<file path="config.mk">
export PLATFORM = sky130hd
export DESIGN_NAME = load_store_unit_flat
export DESIGN_NICKNAME = d
export VERILOG_FILES = /design/src/rtl/load_store_unit_if.sv /design/src/rtl/load_store_unit.sv /design/src/flat_wrapper.sv
export SDC_FILE = /design/constraint.sdc
export NUM_CORES = 2
export LEC_CHECK = 0
export ABC_AREA = 1
export CORE_MARGIN = 5
export CORE_UTILIZATION = 35
export CTS_BUF_LIST = sky130_fd_sc_hd__clkbuf_2
export CTS_CLUSTER_SIZE = 14
export DETAILED_ROUTE_END_ITERATION = 12
export SYNTH_ARGS = -nofsm -noshare
export SYNTH_HDL_FRONTEND = slang
export SYNTH_SLANG_ARGS = --single-unit
</file>
<file path="constraint.sdc">
create_clock -name clk -period 6.5 [get_ports clk]
set_clock_uncertainty 0.1 [all_clocks]
set_input_delay 1.3 -clock clk [delete_from_list [all_inputs] [get_ports clk]]
set_output_delay 1.3 -clock clk [all_outputs]
set_load 0.03 [all_outputs]
</file>
<file path="src/rtl/load_store_unit_if.sv">
// Load/store request bus between control/datapath and the load_store_unit.
// Latency: n/a (wiring only); write_data is combinational from address/result register.
// Backpressure: stall holds the requester while an access is in flight.
interface load_store_unit_if;
    logic        MemRead;
    logic        MemWrite;
    logic        MemtoReg;
    logic [2:0]  ls_op;
    logic [31:0] address;
    logic [31:0] store_data;
    logic [31:0] write_data;
    logic        stall;
    logic        load_valid;
    logic        misaligned;

    modport slave (
        input  MemRead, MemWrite, MemtoReg, ls_op, address, store_data,
        output write_data, stall, load_valid, misaligned
    );

    modport master (
        output MemRead, MemWrite, MemtoReg, ls_op, address, store_data,
        input  write_data, stall, load_valid, misaligned
    );
endinterface

</file>
<file path="src/rtl/load_store_unit.sv">
// Byte/half/word load-store unit over a wait-stated word memory; optional MISALIGN_TRAP_EN traps misaligned accesses.
// Latency: WAIT_CYCLES+2 cycles per access (request, BUSY x WAIT_CYCLES, DONE); write_data bypass is zero latency.
// Backpressure: stall is high in the request cycle and through BUSY; new requests are ignored until IDLE.
module load_store_unit #(
    parameter int MEM_WORDS   = 64,
    parameter int WAIT_CYCLES = 2
) (
    input  logic            clk,
    input  logic            reset,
    load_store_unit_if.slave bus
);
    localparam int AW = $clog2(MEM_WORDS);

    typedef enum logic [1:0] {IDLE, BUSY, DONE} state_t;

    state_t          state_q, state_d;
    logic [3:0]      cnt_q, cnt_d;
    logic [AW+1:0]   addr_q, addr_d;
    logic [31:0]     sdat_q, sdat_d;
    logic [2:0]      op_q, op_d;
    logic            st_q, st_d;
    logic [31:0]     result_q, result_d;

    logic [31:0]     mem [MEM_WORDS];

    logic            req;
    logic            mis_in;
    logic            stall_c;
    logic            load_valid_c;
    logic            misaligned_c;
    logic            mem_we;
    logic [1:0]      lo;
    logic [AW-1:0]   idx;
    logic [31:0]     rword;
    logic [31:0]     shifted;
    logic [31:0]     load_ext;
    logic [31:0]     mask;
    logic [31:0]     wdat;

    assign req = bus.MemRead | bus.MemWrite;

`ifdef MISALIGN_TRAP_EN
    assign mis_in = ((bus.ls_op[1:0] == 2'b01) && bus.address[0]) ||
                    (bus.ls_op[1] && (bus.address[1:0] != 2'b00));
`else
    assign mis_in = 1'b0;
`endif

    // Low address bits forced to natural alignment for the access size.
    always_comb begin
        lo = 2'b00;
        case (op_q[1:0])
            2'b00:   lo = addr_q[1:0];
            2'b01:   lo = {addr_q[1], 1'b0};
            default: lo = 2'b00;
        endcase
    end

    assign idx     = addr_q[AW+1:2];
    assign rword   = mem[idx];
    assign shifted = rword >> {lo, 3'b000};

    always_comb begin
        load_ext = rword;
        mask     = 32'hFFFF_FFFF;
        wdat     = sdat_q;
        case (op_q[1:0])
            2'b00: begin
                load_ext = {{24{~op_q[2] & shifted[7]}}, shifted[7:0]};
                mask     = 32'h0000_00FF << {lo, 3'b000};
                wdat     = {4{sdat_q[7:0]}};
            end
            2'b01: begin
                load_ext = {{16{~op_q[2] & shifted[15]}}, shifted[15:0]};
                mask     = 32'h0000_FFFF << {lo, 3'b000};
                wdat     = {2{sdat_q[15:0]}};
            end
            default: ;
        endcase
    end

    always_comb begin
        state_d      = state_q;
        cnt_d        = cnt_q;
        addr_d       = addr_q;
        sdat_d       = sdat_q;
        op_d         = op_q;
        st_d         = st_q;
        result_d     = result_q;
        mem_we       = 1'b0;
        stall_c      = 1'b0;
        load_valid_c = 1'b0;
        misaligned_c = 1'b0;
        case (state_q)
            IDLE: begin
                if (req) begin
                    if (mis_in) begin
                        misaligned_c = 1'b1;
                        if (!bus.MemWrite) result_d = '0;
                    end else begin
                        stall_c = 1'b1;
                        state_d = BUSY;
                        cnt_d   = 4'(WAIT_CYCLES);
                        addr_d  = bus.address[AW+1:0];
                        sdat_d  = bus.store_data;
                        op_d    = bus.ls_op;
                        st_d    = bus.MemWrite;
                    end
                end
            end
            BUSY: begin
                stall_c = 1'b1;
                if (cnt_q == 4'd1) begin
                    state_d = DONE;
                    cnt_d   = 4'd0;
                    if (st_q) mem_we   = 1'b1;
                    else      result_d = load_ext;
                end else begin
                    cnt_d = cnt_q - 4'd1;
                end
            end
            DONE: begin
                load_valid_c = ~st_q;
                state_d      = IDLE;
            end
            default: state_d = IDLE;
        endcase
    end

    always_ff @(posedge clk or negedge reset) begin
        if (!reset) begin
            state_q  <= IDLE;
            cnt_q    <= 4'd0;
            addr_q   <= '0;
            sdat_q   <= '0;
            op_q     <= 3'b000;
            st_q     <= 1'b0;
            result_q <= '0;
        end else begin
            state_q  <= state_d;
            cnt_q    <= cnt_d;
            addr_q   <= addr_d;
            sdat_q   <= sdat_d;
            op_q     <= op_d;
            st_q     <= st_d;
            result_q <= result_d;
        end
    end

    // Memory contents survive reset; a store aborted by reset never reaches here.
    always_ff @(posedge clk) begin
        if (mem_we) mem[idx] <= (rword & ~mask) | (wdat & mask);
    end

    assign bus.write_data = bus.MemtoReg ? result_q : bus.address;
    assign bus.stall      = stall_c;
    assign bus.load_valid = load_valid_c;
    assign bus.misaligned = misaligned_c;
endmodule

</file>
<file path="src/flat_wrapper.sv">
// flat-port wrapper written by rule: the top's interface ports become plain ports
module load_store_unit_flat 
#(
    parameter int MEM_WORDS   = 64,
    parameter int WAIT_CYCLES = 2
)
  (clk, reset, bus_MemRead, bus_MemWrite, bus_MemtoReg, bus_ls_op, bus_address, bus_store_data, bus_write_data, bus_stall, bus_load_valid, bus_misaligned);
  load_store_unit_if bus_i ();
  input  logic clk;
  input  logic reset;
  input wire logic [$bits(bus_i.MemRead)-1:0] bus_MemRead;
  input wire logic [$bits(bus_i.MemWrite)-1:0] bus_MemWrite;
  input wire logic [$bits(bus_i.MemtoReg)-1:0] bus_MemtoReg;
  input wire logic [$bits(bus_i.ls_op)-1:0] bus_ls_op;
  input wire logic [$bits(bus_i.address)-1:0] bus_address;
  input wire logic [$bits(bus_i.store_data)-1:0] bus_store_data;
  output wire logic [$bits(bus_i.write_data)-1:0] bus_write_data;
  output wire logic [$bits(bus_i.stall)-1:0] bus_stall;
  output wire logic [$bits(bus_i.load_valid)-1:0] bus_load_valid;
  output wire logic [$bits(bus_i.misaligned)-1:0] bus_misaligned;
  assign bus_i.MemRead = bus_MemRead;
  assign bus_i.MemWrite = bus_MemWrite;
  assign bus_i.MemtoReg = bus_MemtoReg;
  assign bus_i.ls_op = bus_ls_op;
  assign bus_i.address = bus_address;
  assign bus_i.store_data = bus_store_data;
  assign bus_write_data = bus_i.write_data;
  assign bus_stall = bus_i.stall;
  assign bus_load_valid = bus_i.load_valid;
  assign bus_misaligned = bus_i.misaligned;
  load_store_unit #(.MEM_WORDS(MEM_WORDS), .WAIT_CYCLES(WAIT_CYCLES)) u_core (.clk(clk), .reset(reset), .bus(bus_i));
endmodule
</file>
==> flow_summary.json <==
{
  "p_sw_frac": 0.439,
  "die_h_um": 509,
  "port-buffer-count": 105,
  "hold_violations": 0,
  "power_frac_comb": 0.403,
  "nNetsFinal": 8287,
  "cts_resized": 0,
  "clkSinkCount": 2130,
  "synth.distinct_cells": 42,
  "crit_path_end_kind": "register",
  "viasPerCell": 5.26,
  "max_freq_mhz": 203,
  "cp.buffers_inverters": 3,
  "crit_family": "simple AND/OR/NAND/NOR gates",
  "rsz0062_at_grt": "no",
  "power_switching_mw": 21.6,
  "num_rows": 183,
  "synth_fp_nets": 7790,
  "slew_headroom": 0.139,
  "clockPowerShare": 0.180,
  "fin_crit_sh": 0.759,
  "slowest_delay_ps": 700,
  "status": "finished, final reports clean",
  "final_cell_mix": "nand2_1, edfxtp_1, clkbuf_2",
  "antenna_left": 0,
  "clockBufferDepth": 4,
  "power_density_mw_per_mm2": 502,
  "drt_wl_total_mm": 291,
  "cts_tree": "yes",
  "drtIter0Drc": 7823,
  "synthCells": 7716,
  "die-area_mm2": 0.259,
  "gp_congestion": 0.922,
  "antenna_found_initial": 17,
  "syn_area_per_cell_um2": 11.3,
  "regArea_mm2": 0.0636,
  "n_fill_cell": 23801,
  "area_growth_syn_to_layout_pct": 12.8,
  "layoutNonFillerInstCount": 11898,
  "multiInputGateArea_mm2": 0.0218,
  "setup_viol": 0,
  "worstSetupPathType": "register to register",
  "critPathSlowestCell": "nor2_4",
  "netlist_area_mm2": 0.0871,
  "maxSlewViolCount": 0,
  "clock_latency_ps": 1890,
  "num_vias": 62557,
  "worstHoldPathType": "primary input to register",
  "initial_core_util": 0.351,
  "power_mw": 49.3,
  "cts_made_buffers": 561,
  "irDropWorstVdd_uv": 586,
  "final_common_cell": "nand2_1",
  "leakagePower_nw": 37.3,
  "track_usage": 0.219,
  "dieWidth_um": 509,
  "grt_max_degree": 176,
  "seq_power_share": 0.418,
  "io-pin-count": 107,
  "crit_chain": "buf_12 -> nand2_2 -> nor2_4 -> buf_4 -> nand2_1 -> nand2_1 -> nor2_1 -> nand2_1 -> nand2_1 -> nand2_1 -> nor2_1 -> nand2_1 -> nand2_1 -> o21ai_4 -> buf_4",
  "dp_cells": 10935,
  "yosysSeqAreaShare": 0.729,
  "synth_warnings": 0,
  "cp.required_ps": 7890,
  "cts_root_buffer": "clkbuf_2",
  "clk_pin_slew_ps": 110,
  "overflow": 0,
  "ys_seq_elements": 2130,
  "detail_route.wl_per_cell_um": 24.5,
  "grt_pass1_vias": 59323,
  "h-tree-depth": 6,
  "path_max_fanout": 110,
  "setup_tns_ps": 0,
  "worstSetupStartpointType": "register",
  "p_int_mw": 27.7,
  "core-area_mm2": 0.248,
  "grt_pass1_wl_mm": 415,
  "crit_arrival_ps": 6320,
  "hpwlAfterDp_mm": 165,
  "post-route-drc-count": 0,
  "drv_cap": 0,
  "dr.pass1.iters": 6,
  "min_period_ps": 4940,
  "fin_hold_ws_ps": 292,
  "drive_gt1_frac": 0.141,
  "worstMarginPinSlew_ps": 1290,
  "cpMostUsedCell": "nand2_1"
}
==> worst paths after layout <==
check,from,to,slack [ps],cells past startpoint
setup / recovery,u_core.addr_q[3],u_core.mem[25][29],1560,15
hold / removal,bus_address[3],u_core.addr_q[3],290,3
setup reg to reg,u_core.addr_q[3],u_core.mem[25][29],1560,15
hold reg to reg,u_core.result_q[7],u_core.result_q[7],430,2
max in group asynchronous,reset,u_core.op_q[1],5220,4
min in group asynchronous,reset,u_core.cnt_q[3],520,4
==> cell usage after synthesis (all sizes together) <==
cell / instances / area [um^2]
nand2: 3443 / 12900
edfxtp: 2048 / 61500
a21oi: 636 / 3180
o21ai: 345 / 1730
buf: 307 / 1670
nor2: 281 / 1080
inv: 179 / 674
nand3: 113 / 571
clkbuf: 105 / 395
dfrtp: 82 / 2050
nand4: 39 / 244
mux2: 32 / 360
a22oi: 27 / 203
or2: 27 / 169
nor3: 17 / 110
o211ai: 8 / 60.1
a221oi: 7 / 61.3
clkinv: 4 / 15.0
o21a: 4 / 30.0
o21bai: 3 / 22.5
ha: 2 / 25.0
a22o: 1 / 8.76
a31oi: 1 / 6.26
and2: 1 / 6.26
conb: 1 / 3.75
nand3b: 1 / 7.51
o22ai: 1 / 6.26
xor2: 1 / 8.76
==> power groups by stage <==
| stage | combinational (mW) | sequential [mW] | clock, mW |
|---|---|---|---|
| 2_1_floorplan | 10.3 | 21.4 | 0 |
| 3_3_place_gp | 19.2 | 20.9 | 0 |
| 3_5_place_dp | 19.5 | 20.9 | 0 |
| 4_1_cts | 19.6 | 20.6 | 9.02 |
| 5_1_grt | 21.2 | 20.6 | 9.75 |
| 6_report | 19.9 | 20.6 | 8.85 |
==> tightest hold or removal path, cell delays in order <==
cell             delay, ps
clkdlybuf4s50_1        400
inv_1                   90
o21ai_0                290
==> registers in the layout, indices dropped and copies added, names as in the netlist <==
name             flops
u_core.state_q       2
u_core.st_q          1
u_core.sdat_q       32
u_core.addr_q        8
u_core.mem        2048
u_core.cnt_q         4
u_core.op_q          3
u_core.result_q     32
==> stage by stage <==
| step | instance area, um^2 | setup slack (ps) | util |
|---|---|---|---|
| finish | 98300 | 1560 | 0.396 |
| detailed placement | 93200 | 1740 | 0.375 |
| CTS | 98200 | 1550 | 0.396 |
| global placement | 93100 | 1790 | 0.375 |
| global route | 98200 | 1480 | 0.396 |
| floorplan | 87100 | 1680 | - |
==> cell type report <==
cell class / instances / area share
antenna: 7 / 0.000178
clock buffer: 785 / 0.0400
clock inverter: 126 / 0.00675
inverter: 183 / 0.00730
multi-input combinational: 4991 / 0.222
sequential: 2130 / 0.647
tap: 3330 / 0.0424
timing repair buffer: 346 / 0.0348
==> routing by layer <==
layer / part of all wire / wire length [um] / track usage / vias up
met1: 0.39 / 113000 / 0.294 / 30395
li1: - / - / - / 27556
met3: 0.12 / 36300 / 0.0638 / 662
met2: 0.44 / 129000 / 0.330 / 3934
met4: 0.046 / 13300 / 0.101 / 10
met5: 0.00024 / 69 / 0 / -
==> cells by family (layout without fill, tap and decap cells) <==
kind of cell	count (synthesis)	count (layout)	synth area share
xor+xnor	1	1	0.000101
fa+ha+maj	2	2	0.000287
buf+inv	595	1440	0.0317
flops	2130	2130	0.729
mux	32	32	0.00414
compound gates	1033	1033	0.0609
other cells	1	8	0.0000430
simple gates	3922	3922	0.174
==> what timing repair did <==
item,in CTS,in global routing
hold buffers,45,0
endpoints found under the setup margin,0,0
hold endpoints to repair,121,0
buffers inserted,0,0
(Power assumes the default switching activity.)
